<file path="src/rtl/spi_link_pkg.sv">
// Shared types and constants for the SPI ALU link master.
//   state_e      : transaction FSM states
//   FRAME_BITS   : bits per CS-low frame (3 bytes)
//   RESP_*       : where the slave's reply sits in the frame and in the reply byte
//   build_frame  : packs the outgoing {A,B}, {6'b0,op}, dummy bytes MSB first
package spi_link_pkg;

    typedef enum logic [1:0] {
        IDLE  = 2'd0,
        SETUP = 2'd1,
        SHIFT = 2'd2,
        HOLD  = 2'd3
    } state_e;

    localparam int unsigned FRAME_BITS    = 24;
    localparam int unsigned RESP_BYTE_IDX = 2;

    // Bit positions inside the reply byte
    localparam int unsigned RESP_Z_POS   = 7;
    localparam int unsigned RESP_C_POS   = 6;
    localparam int unsigned RESP_V_POS   = 5;
    localparam int unsigned RESP_N_POS   = 4;
    localparam int unsigned RESP_RES_MSB = 3;
    localparam int unsigned RESP_RES_LSB = 0;

    function automatic logic [FRAME_BITS-1:0] build_frame(
        input logic [3:0] a,
        input logic [3:0] b,
        input logic [1:0] op
    );
        return {a, b, 6'b0, op, 8'h00};
    endfunction

endpackage

</file>
<file path="src/rtl/spi_master_alu_link_if.sv">
// Bundle of the front-end handshake and SPI pin signals of the ALU link master.
//   front end : start, a, b, op (in to master); result, z/c/v/n, busy, done (out)
//   SPI pins  : cs, sclk, mosi (out of master); miso (in to master)
// modport master is used by spi_master_alu_link; modport slave is the far side
// (front end plus SPI slave board).
interface spi_master_alu_link_if;

    logic       start;
    logic [3:0] a;
    logic [3:0] b;
    logic [1:0] op;
    logic       miso;
    logic       cs;
    logic       sclk;
    logic       mosi;
    logic [3:0] result;
    logic       z;
    logic       c;
    logic       v;
    logic       n;
    logic       busy;
    logic       done;

    modport master (
        input  start, a, b, op, miso,
        output cs, sclk, mosi, result, z, c, v, n, busy, done
    );

    modport slave (
        output start, a, b, op, miso,
        input  cs, sclk, mosi, result, z, c, v, n, busy, done
    );

endinterface

</file>
<file path="src/rtl/spi_tick_gen.sv">
// Half-period tick generator for the SPI clock.
//   i_clk, i_rst_n : system clock, async active-low reset
//   i_enable       : counting enabled; counter held at 0 while low
//   o_tick         : one-cycle pulse every CLK_DIV cycles while enabled
module spi_tick_gen #(
    parameter int unsigned CLK_DIV = 4
) (
    input  logic i_clk,
    input  logic i_rst_n,
    input  logic i_enable,
    output logic o_tick
);

    localparam int unsigned CNT_W = (CLK_DIV > 1) ? $clog2(CLK_DIV) : 1;
    localparam logic [CNT_W-1:0] CNT_LAST = CNT_W'(CLK_DIV - 1);

    if (CLK_DIV < 1) begin : g_bad_div
        $error("spi_tick_gen: CLK_DIV must be 1 or greater");
    end

    logic [CNT_W-1:0] r_cnt;
    logic             w_last;

    assign w_last = (r_cnt == CNT_LAST);
    assign o_tick = i_enable && w_last;

    always_ff @(posedge i_clk or negedge i_rst_n) begin
        if (!i_rst_n) begin
            r_cnt <= '0;
        end else if (!i_enable || w_last) begin
            r_cnt <= '0;
        end else begin
            r_cnt <= r_cnt + 1'b1;
        end
    end

endmodule

</file>
<file path="src/rtl/spi_master_alu_link.sv">
// SPI mode-0 master that runs one ALU transaction per accepted start:
// sends {A,B}, {6'b0,op}, dummy; keeps the MISO byte received during the dummy
// byte as {Z,C,V,N,result}.
//   i_clk, i_rst_n : system clock, async active-low reset
//   spi_bus        : front-end handshake and SPI pins (master modport)
// CS, SCLK and MOSI are driven directly from flops.
module spi_master_alu_link
    import spi_link_pkg::*;
#(
    parameter int unsigned CLK_DIV = 4
) (
    input  logic                  i_clk,
    input  logic                  i_rst_n,
    spi_master_alu_link_if.master spi_bus
);

    state_e                r_state;
    logic [4:0]            r_bit_cnt;   // falling SCLK edges seen in this frame
    logic [FRAME_BITS-1:0] r_tx;        // MSB is the bit currently on MOSI
    logic [7:0]            r_rx;
    logic                  r_cs;
    logic                  r_sclk;
    logic [3:0]            r_result;
    logic                  r_z;
    logic                  r_c;
    logic                  r_v;
    logic                  r_n;
    logic                  r_busy;
    logic                  r_done;

    logic                  w_tick;
    logic                  w_tick_en;
    logic                  w_last_bit;
    logic                  w_in_resp;

    assign w_tick_en  = (r_state != IDLE);
    assign w_last_bit = (r_bit_cnt == 5'(FRAME_BITS - 1));
    assign w_in_resp  = (r_bit_cnt >= 5'(RESP_BYTE_IDX * 8));

    spi_tick_gen #(
        .CLK_DIV (CLK_DIV)
    ) u_tick_gen (
        .i_clk    (i_clk),
        .i_rst_n  (i_rst_n),
        .i_enable (w_tick_en),
        .o_tick   (w_tick)
    );

    always_ff @(posedge i_clk or negedge i_rst_n) begin
        if (!i_rst_n) begin
            r_state   <= IDLE;
            r_bit_cnt <= '0;
            r_tx      <= '0;
            r_rx      <= '0;
            r_cs      <= 1'b1;
            r_sclk    <= 1'b0;
            r_result  <= '0;
            r_z       <= 1'b0;
            r_c       <= 1'b0;
            r_v       <= 1'b0;
            r_n       <= 1'b0;
            r_busy    <= 1'b0;
            r_done    <= 1'b0;
        end else begin
            r_done <= 1'b0;
            case (r_state)
                IDLE: begin
                    if (spi_bus.start) begin
                        r_state   <= SETUP;
                        r_cs      <= 1'b0;
                        r_busy    <= 1'b1;
                        r_tx      <= build_frame(spi_bus.a, spi_bus.b, spi_bus.op);
                        r_rx      <= '0;
                        r_bit_cnt <= '0;
                    end
                end
                SETUP: begin
                    if (w_tick) begin
                        r_sclk  <= 1'b1;
                        r_state <= SHIFT;
                    end
                end
                SHIFT: begin
                    if (w_tick) begin
                        if (r_sclk) begin
                            // End of high phase: sample MISO, advance MOSI
                            r_sclk    <= 1'b0;
                            r_bit_cnt <= r_bit_cnt + 1'b1;
                            if (w_in_resp) begin
                                r_rx <= {r_rx[6:0], spi_bus.miso};
                            end
                            // Last bit stays on MOSI through HOLD
                            if (!w_last_bit) begin
                                r_tx <= {r_tx[FRAME_BITS-2:0], 1'b0};
                            end
                        end else if (r_bit_cnt == 5'(FRAME_BITS)) begin
                            r_state <= HOLD;
                        end else begin
                            r_sclk <= 1'b1;
                        end
                    end
                end
                HOLD: begin
                    if (w_tick) begin
                        r_cs      <= 1'b1;
                        r_result  <= r_rx[RESP_RES_MSB:RESP_RES_LSB];
                        r_z       <= r_rx[RESP_Z_POS];
                        r_c       <= r_rx[RESP_C_POS];
                        r_v       <= r_rx[RESP_V_POS];
                        r_n       <= r_rx[RESP_N_POS];
                        r_done    <= 1'b1;
                        r_busy    <= 1'b0;
                        r_bit_cnt <= '0;
                        r_state   <= IDLE;
                    end
                end
                default: r_state <= IDLE;
            endcase
        end
    end

    assign spi_bus.cs     = r_cs;
    assign spi_bus.sclk   = r_sclk;
    assign spi_bus.mosi   = r_tx[FRAME_BITS-1];
    assign spi_bus.result = r_result;
    assign spi_bus.z      = r_z;
    assign spi_bus.c      = r_c;
    assign spi_bus.v      = r_v;
    assign spi_bus.n      = r_n;
    assign spi_bus.busy   = r_busy;
    assign spi_bus.done   = r_done;

endmodule

</file>
<file path="src/flat_wrapper.sv">
// flat-port wrapper written by rule: the top's interface ports become plain ports
module spi_master_alu_link_flat import spi_link_pkg::*;
#(
    parameter int unsigned CLK_DIV = 4
)
  (i_clk, i_rst_n, spi_bus_start, spi_bus_a, spi_bus_b, spi_bus_op, spi_bus_miso, spi_bus_cs, spi_bus_sclk, spi_bus_mosi, spi_bus_result, spi_bus_z, spi_bus_c, spi_bus_v, spi_bus_n, spi_bus_busy, spi_bus_done);
  spi_master_alu_link_if spi_bus_i ();
  input  logic i_clk;
  input  logic i_rst_n;
  input wire logic [$bits(spi_bus_i.start)-1:0] spi_bus_start;
  input wire logic [$bits(spi_bus_i.a)-1:0] spi_bus_a;
  input wire logic [$bits(spi_bus_i.b)-1:0] spi_bus_b;
  input wire logic [$bits(spi_bus_i.op)-1:0] spi_bus_op;
  input wire logic [$bits(spi_bus_i.miso)-1:0] spi_bus_miso;
  output wire logic [$bits(spi_bus_i.cs)-1:0] spi_bus_cs;
  output wire logic [$bits(spi_bus_i.sclk)-1:0] spi_bus_sclk;
  output wire logic [$bits(spi_bus_i.mosi)-1:0] spi_bus_mosi;
  output wire logic [$bits(spi_bus_i.result)-1:0] spi_bus_result;
  output wire logic [$bits(spi_bus_i.z)-1:0] spi_bus_z;
  output wire logic [$bits(spi_bus_i.c)-1:0] spi_bus_c;
  output wire logic [$bits(spi_bus_i.v)-1:0] spi_bus_v;
  output wire logic [$bits(spi_bus_i.n)-1:0] spi_bus_n;
  output wire logic [$bits(spi_bus_i.busy)-1:0] spi_bus_busy;
  output wire logic [$bits(spi_bus_i.done)-1:0] spi_bus_done;
  assign spi_bus_i.start = spi_bus_start;
  assign spi_bus_i.a = spi_bus_a;
  assign spi_bus_i.b = spi_bus_b;
  assign spi_bus_i.op = spi_bus_op;
  assign spi_bus_i.miso = spi_bus_miso;
  assign spi_bus_cs = spi_bus_i.cs;
  assign spi_bus_sclk = spi_bus_i.sclk;
  assign spi_bus_mosi = spi_bus_i.mosi;
  assign spi_bus_result = spi_bus_i.result;
  assign spi_bus_z = spi_bus_i.z;
  assign spi_bus_c = spi_bus_i.c;
  assign spi_bus_v = spi_bus_i.v;
  assign spi_bus_n = spi_bus_i.n;
  assign spi_bus_busy = spi_bus_i.busy;
  assign spi_bus_done = spi_bus_i.done;
  spi_master_alu_link #(.CLK_DIV(CLK_DIV)) u_core (.i_clk(i_clk), .i_rst_n(i_rst_n), .spi_bus(spi_bus_i));
endmodule
</file>
<file path="config.mk">
export PLATFORM = sky130hd
export DESIGN_NAME = spi_master_alu_link_flat
export DESIGN_NICKNAME = d
export VERILOG_FILES = /design/src/rtl/spi_link_pkg.sv /design/src/rtl/spi_master_alu_link_if.sv /design/src/rtl/spi_tick_gen.sv /design/src/rtl/spi_master_alu_link.sv /design/src/flat_wrapper.sv
export SDC_FILE = /design/constraint.sdc
export NUM_CORES = 1
export LEC_CHECK = 0
export ABC_AREA = 0
export CAP_MARGIN = 20
export CORE_ASPECT_RATIO = 1.4
export CORE_MARGIN = 4
export CORE_UTILIZATION = 45
export DETAILED_ROUTE_END_ITERATION = 12
export HOLD_SLACK_MARGIN = 0.03
export PLACE_DENSITY = 0.67
export SLEW_MARGIN = 0
export SYNTH_ARGS = -nofsm -noshare
export SYNTH_HDL_FRONTEND = slang
export SYNTH_SLANG_ARGS = --single-unit
</file>
<file path="constraint.sdc">
create_clock -name i_clk -period 6.12 [get_ports i_clk]
set_input_delay 1.53 -clock i_clk [delete_from_list [all_inputs] [get_ports i_clk]]
set_output_delay 1.53 -clock i_clk [all_outputs]
set_load 0.01 [all_outputs]
</file>
---- Word-level counts from Yosys, hierarchy flattened ----
Index checks and enable logic that the tools add are counted.
word-level totals
  flip-flop bits (word level) ............. 53
  input bits .............................. 14
  output and inout port bits .............. 13
  logic and storage cells ................. 83
operators by class
  add/sub/neg operators ................... 2
  magnitude comparators ................... 1
  equal/unequal tests ..................... 15
  multiplexer cells ....................... 35
  reduce and logical (&&, ||, !) cells .... 16
operators by type and width
  kind                                                                      count
  24-bit 2-to-1 mux                                                         4
  24-bit one-hot mux with 2 select lines                                    1
  8-bit 2-to-1 mux                                                          4
  5-bit 2-to-1 mux                                                          4
  8-bit one-hot mux with 2 select lines                                     1
  5-bit one-hot mux with 3 select lines                                     1
  5-bit AND reduction                                                       3
  2-bit 2-to-1 mux                                                          7
  2-bit inequality test (second input constant)                             6
  5-bit equality test (second input constant)                               2
  1-bit 2-to-1 mux                                                          9
  2-bit one-hot mux with 4 select lines                                     1
  2-bit nonzero test                                                        4
  2-bit equality test (second input constant)                               3
  2-bit by 1-bit inequality test with 1-bit output (second input constant)  3
  1-bit one-hot mux with 2 select lines                                     3
  3-bit AND reduction                                                       2
  6-bit AND reduction                                                       1
  5-bit by 1-bit adder with 5-bit output (second input constant)            1
  5-bit >= comparator (second input constant)                               1
  3-bit nonzero test                                                        1
  2-bit by 1-bit adder with 2-bit output (second input constant)            1
  2-bit by 1-bit equality test with 1-bit output (second input constant)    1
  2-bit zero test                                                           1
  other kinds (4)                                                           4

---- Longest topological paths before layout ----
Gate-level depths: netlist of run 1.
  word-level depth ........................ 5
  depth in mapped cells ................... 8
  mapped depth without buffers ............ 6

---- By module ----
A second synthesis of run 1 with hierarchy kept.
unflattened totals
  cell total of the unflattened synthesis .. 201
  area total of the unflattened synthesis .. 2285.9 um2
by module, submodules not included
  module               times used  cells an instance  area each (um2)  sequential area each (um2)
  spi_master_alu_link  1           195                2194.6           1077.3
  spi_tick_gen         1           6                  91.3             50.0

---- Worst setup path before layout of run 1 ----
Ideal clock, no wire load.
  path type ............................... in2reg
  start point ............................. input spi_bus_start
  end point ............................... register u_core.r_tx[16]
  library setup time ...................... 125 ps
  data arrival time ....................... 2642 ps
  data required time ...................... 5995 ps
  path slack .............................. 3352 ps
  stages .................................. 6
  buffers on the path ..................... 2
  cells stage by stage .................... nand2b_1 > a32o_1 > buf_4 > o21ai_4 > buf_6 > mux2_4
on the way
  longest elaborated chain between the ends .. 2
ends and longest elaborated chain
  element                          RTL line                   source
  start: declaration               flat_wrapper.sv:10         input wire logic [$bits(spi_bus_i.start)-1:0] spi_bus_start;
  2-bit inequality test (no line)  --
  5-bit AND reduction (no line)    --
  end signal: assignment           spi_master_alu_link.sv:72  r_tx <= build_frame(spi_bus.a, spi_bus.b, spi_bus.op);
  end signal: assignment           spi_master_alu_link.sv:94  r_tx <= {r_tx[FRAME_BITS-2:0], 1'b0};
  end: declaration                 spi_master_alu_link.sv:19  logic [FRAME_BITS-1:0] r_tx;
No other way between the ends.
A chain may end at the register's enable or synchronous reset.

---- Final worst setup path of run 1 ----
  start point ............................. input spi_bus_start
  end point ............................... register u_core.r_tx[19]
The elaborated chain is that of the path after synthesis.

==> results of run 1 <==
[per-stage QoR]
step	instance area, sq um	util [%]
2_1_floorplan	2220	-
3_3_place_gp	2520	52.4
3_5_place_dp	2520	52.4
4_1_cts	2610	54.3
5_1_grt	2610	54.3
6_report	2610	54.3
[synthesized netlist by cell type, types with 4 or more instances]
library cell / count
mux2i_1: 6
mux2_1: 7
mux2_2: 18
nand2_1: 32
nand4_1: 11
nand3_1: 13
dfrtp_1: 44
ha_1: 9
inv_1: 15
nor2b_1: 4
[critical path, cell delays in order]
cell and delay (ns):
clkdlybuf4s50_1 0.50, nand2b_1 0.20, a32o_1 0.37, o21ai_4 0.26, mux2_1 0.37
[how the worst max path moves through the flow]
stage	slack, ns	endpoint	depth (start not counted)
finish	3.07	u_core.r_tx[19]$_DFFE_PN0P_	5
global route	2.94	u_core.r_tx[22]$_DFFE_PN0P_	5
CTS	3.06	u_core.r_tx[19]$_DFFE_PN0P_	5
detailed placement	2.74	u_core.r_tx[19]$_DFFE_PN0P_	5
global placement	2.78	u_core.r_tx[23]$_DFFE_PN0P_	5
floorplan	3.35	u_core.r_tx[16]$_DFFE_PN0P_	6
[logic make-up after synthesis]
logic type,Yosys count,synth area share (%)
flops,45,50.7
buf+inv,25,4.89
fa+ha+maj,9,5.06
mux,34,17.4
compound gates,17,6.07
simple gates,71,15.9
[state kept, by name (all words and copies together), names as in the netlist, 2 cells and up]
name and count:
u_core.u_tick_gen.r_cnt 2, u_core.spi_bus.result 4, u_core.r_state 2, u_core.r_bit_cnt 5, u_core.r_rx 8, u_core.r_tx 16
[routing by layer]
layer  part of all wire, %  wire length (um)  vias to the layer above  track usage (%)
met2                    50              1880                       22             23.5
met1                    45              1700                      751             16.2
met4                   1.8                68                        0             5.75
met3                   3.6               136                        5             3.71
li1                      -                 -                      742                -
met5                     0                 0                        -                0
[power by group through the flow]
stage | logic [mW] | clock network (mW) | registers (mW)
2_1_floorplan | 0.382 | 0 | 0.491
3_3_place_gp | 0.526 | 0 | 0.493
3_5_place_dp | 0.535 | 0 | 0.496
4_1_cts | 0.536 | 0.193 | 0.490
5_1_grt | 0.586 | 0.205 | 0.507
6_report | 0.526 | 0.185 | 0.489
[final cells by class]
cell class | instances | area share (%)
flip-flops and latches | 45 | 43.2
multi-input cells | 131 | 37.9
repair buffers | 27 | 10.1
well taps | 64 | 3.07
clock buffers | 5 | 2.64
inverters | 16 | 2.30
clock inverters | 3 | 0.863
==> impl_metrics.ini, run 1 <==
[outcome]
status = finished, final reports clean

[timing]
tightest_slew_ns = 0.954
slew_headroom_pct = 36.4
fin_crit_ns = 3.05
max_freq_ghz = 0.328
final_max_slew_viol_count = 0
final.setup.worst_slack_ns = 3.07
tns_ns = 0
fin_worst_skew_ns = 0.00753
finalSetupViolCount = 0
whs_ns = 0.448
final_min_period_over_clock_period_pct = 49.9
rsz0062_at_grt = no
hold_viol = 0

[placement]
dpl.hpwl_um = 2630
pre_cts_ws_ns = 2.74
place_congestion = 0.714
placedCellCount = 283
io_buffers = 26

[cts]
holdBufCountCts = 0
cts_root_buffer = clkbuf_8
numCtsBuffers = 5
post_cts_resized = 0
cts.clk_slew.worst_paths_ns = 0.08
clock-sinks = 45
cts_tree = yes
cts_setup_buffers = 0
cts_buffer_depth = 2
h-tree-depth = 2
clk_latency_ns = 0.30

[worst_hold_path]
hold_path.class = flop to flop
hp-start = u_core.u_tick_gen.r_cnt[0]$_DFF_PN0_
min_to = u_core.u_tick_gen.r_cnt[0]$_DFF_PN0_
hold_depth = 1

[synthesis]
ys_ff_latch = 45
postSynthAreaPerCell_sq_um = 11.1
ys_seq_area_share_pct = 50.7
syn_inst = 201
synth_area_leaders = dfrtp_1, mux2_2, nand2_1, ha_1, mux2_1
synth_top_area_share_pct = 49.5
synthFlopType = dfrtp_1
syn_area_sq_mm = 0.00222
synthArstFlopShare_pct = 100
synth_nets = 224
synth_edf_count = 0
ys_warn_count = 0
synth.distinct_cells = 39
yosys.area.top_type = dfrtp_1

[power_and_ir_drop]
p_comb_share_pct = 43.8
seq_power_share_pct = 40.8
leakage_nw = 1.20
p_sw_share_pct = 36.4
power.total_mw = 1.20
powerDensity_mw_per_mm2 = 460
switchingPower_mw = 0.437
ir_drop_v = 0.000207
intPower_mw = 0.763
clkPwrFrac_pct = 15.4

[final_layout]
final_common_cell = dfrtp_1
antennaDiodeCount = 0
layout_common_cells = dfrtp_1, nand2_1, clkdlybuf4s50_1
finish.net_count = 249
register_area_sq_mm = 0.00113
fillCellCount = 475
multi_input_area_sq_um = 988
area_growth_pct = 17.3
drive_gt1_share_pct = 15.0
layoutNonFillerInstCount = 291

[worst_setup_path]
cp_max_fo = 16
rr_worst_depth = 7
worstSetupPathType = primary input to flop
worstPathRequired_ns = 6.31
setup.worst_path.end_class = flop
reg2reg_from = u_core.r_state[0]$_DFFE_PN0P_
cp-startpoint = spi_bus_start
start_kind = primary input
r2r_end = u_core.r_tx[19]$_DFFE_PN0P_
rrSetupSlack_ns = 3.80
arrival_ns = 3.24

[route]
routed_via_density = 5.22
dr_total_vias = 1520
drt_iter0_drc = 116
first_pass_iters = 4
wl_per_cell_um = 13.0
drc = 0
wl_um = 3790
antenna_left = 0

[global_route]
grt_usage_pct = 13.9
grt_max_degree = 46
overflow = 0
grt_pass1_wl_um = 6660
antenna_found_initial = 0
grt_pass1_vias = 1513

[die]
die_w_um = 67.4
start_util_pct = 46.3
io_pins = 27
core_sq_mm = 0.00480
die_h_um = 91.2
dieArea_sq_mm = 0.00615
rows = 30

[flow_run]
max-cap-violations = 0
(Power assumes the default switching activity.)
==> inputs of run 2 (changes only) <==
Clock period 6.12 ns to 2.88 ns, I/O delays scaled along.
==> impl_metrics.ini, run 2 (synthesis results as in run 1) <==
[outcome]
status = finished, final reports clean

[final_layout]
multi_input_area_sq_um = 988
largest_register_ffs = 16
fillCellCount = 448
area_growth_pct = 18.3
final_common_cell = dfrtp_1
register_area_sq_mm = 0.00113
layout_common_cells = dfrtp_1, nand2_1, clkdlybuf4s50_1
finish.net_count = 253
antennaDiodeCount = 0
reg.largest.list = u_core.r_tx (16), u_core.r_rx (8), u_core.r_bit_cnt (5)
drive_gt1_share_pct = 16.0
regMostFlops = u_core.r_tx

[worst_setup_path]
rr_worst_depth = 6
crit_chain = clkdlybuf4s50_1 > nand2b_1 > a32o_1 > o21ai_4 > mux2_1
worstSetupPathType = primary input to flop
start_kind = primary input
cp_top_family = compound AO/OA/AOI/OAI gates
cp_max_fo = 16
setup.worst_path.end_class = flop
slowest_delay_ns = 0.51
r2r_end = u_core.r_tx[18]$_DFFE_PN0P_
worst-path-stages = 5
crit_path_top_delay_cell = clkdlybuf4s50_1
crit_buf_inv = 1
rrSetupSlack_ns = 0.59
crit_end = u_core.r_tx[18]$_DFFE_PN0P_
cp-startpoint = spi_bus_start
reg2reg_from = u_core.r_state[0]$_DFFE_PN0P_
arrival_ns = 2.48
worstPathRequired_ns = 3.05

[cts]
cts.clk_slew.worst_paths_ns = 0.08
clk_latency_ns = 0.29
clock-sinks = 45
cts_root_buffer = clkbuf_8
cts_tree = yes
cts_setup_buffers = 0
cts_buffer_depth = 2
h-tree-depth = 2
holdBufCountCts = 0
post_cts_resized = 0
numCtsBuffers = 5

[global_route]
overflow = 0
grt_usage_pct = 13.8
grt_max_degree = 29
antenna_found_initial = 0
grt_pass1_vias = 1490
grt_pass1_wl_um = 6640

[route]
first_pass_iters = 4
wl_per_cell_um = 12.8
routed_via_density = 5.21
drt_iter0_drc = 90
wl_um = 3770
dr_total_vias = 1537
drc = 0
antenna_left = 0

[die]
core_sq_mm = 0.00480
dieArea_sq_mm = 0.00615
die_h_um = 91.2
io_pins = 27
rows = 30
start_util_pct = 46.3
die_w_um = 67.4

[power_and_ir_drop]
leakage_nw = 1.23
power.total_mw = 2.57
ir_drop_v = 0.000496
powerDensity_mw_per_mm2 = 978

[timing]
hold_viol = 0
rsz0062_at_grt = no
fin_crit_ns = 2.30
slew_headroom_pct = 57.6
final_min_period_over_clock_period_pct = 79.9
fin_worst_skew_ns = 0.00834
tightest_slew_ns = 0.633
max_freq_ghz = 0.435
tns_ns = 0
final_max_slew_viol_count = 0
finalSetupViolCount = 0

[placement]
dpl.hpwl_um = 2710
io_buffers = 26
place_congestion = 0.744

[worst_hold_path]
hold_path.class = primary input to async pin

[flow_run]
max-cap-violations = 0
==> run 2: worst min path at each step <==
stage                                              start                              endpoint  slack [ns]  cells past startpoint
CTS                                              i_rst_n           u_core.r_tx[14]$_DFFE_PN0P_        0.36                      1
floorplan           u_core.u_tick_gen.r_cnt[0]$_DFF_PN0_  u_core.u_tick_gen.r_cnt[0]$_DFF_PN0_        0.41                      1
detailed placement  u_core.u_tick_gen.r_cnt[0]$_DFF_PN0_  u_core.u_tick_gen.r_cnt[0]$_DFF_PN0_        0.44                      1
finish                                           i_rst_n         u_core.spi_bus.done$_DFF_PN0_        0.35                      1
global route                                     i_rst_n           u_core.r_tx[12]$_DFFE_PN0P_        0.37                      1
global placement    u_core.u_tick_gen.r_cnt[0]$_DFF_PN0_  u_core.u_tick_gen.r_cnt[0]$_DFF_PN0_        0.43                      1
==> run 2: final cells by class <==
cell class	instances	share of cell area (%)
clock inverter	2	0.380
multi-input combinational	131	37.6
inverter	16	2.28
tap	64	3.04
sequential	45	42.8
timing repair buffer	31	11.1
clock buffer	6	2.76
==> run 2: stage by stage <==
| step | util [%] | setup slack (ns) | hold slack [ns] | area [sq um] | std cells |
|---|---|---|---|---|---|
| 6_report | 54.8 | 0.579 | 0.349 | 2630 | 295 |
| 5_1_grt | 54.8 | 0.481 | 0.372 | 2630 | 295 |
| 4_1_cts | 54.8 | 0.600 | 0.361 | 2630 | 295 |
| 3_5_place_dp | 53.0 | 0.289 | 0.439 | 2550 | 287 |
| 3_3_place_gp | 53.0 | 0.302 | 0.426 | 2550 | 287 |
| 2_1_floorplan | - | 0.919 | 0.415 | 2220 | 201 |
==> run 2: worst reg2reg max path: cells and delay by family (launching register included) <==
family,cells,cell delay (ns)
compound gates,2,0.73
flops,1,0.43
mux,1,0.38
fa+ha+maj,1,0.31
simple gates,1,0.22
buf+inv,1,0.10
==> run 2: power breakdown <==
part | total (mW) | switching [mW] | internal [mW] | leakage, nW
combinational | 1.17 | 0.560 | 0.608 | 0.605
sequential | 1.04 | 0.164 | 0.876 | 0.575
clock | 0.367 | 0.199 | 0.168 | 0.0450
==> run 2: routing by layer <==
metal / GRT usage (%) / vias up / share of wire, % / routed length, um
li1: - / 755 / - / -
met1: 17.0 / 750 / 44 / 1670
met2: 22.9 / 26 / 50 / 1890
met3: 3.47 / 6 / 4.1 / 154
met4: 4.74 / 0 / 1.5 / 57
met5: 0 / - / 0 / 0
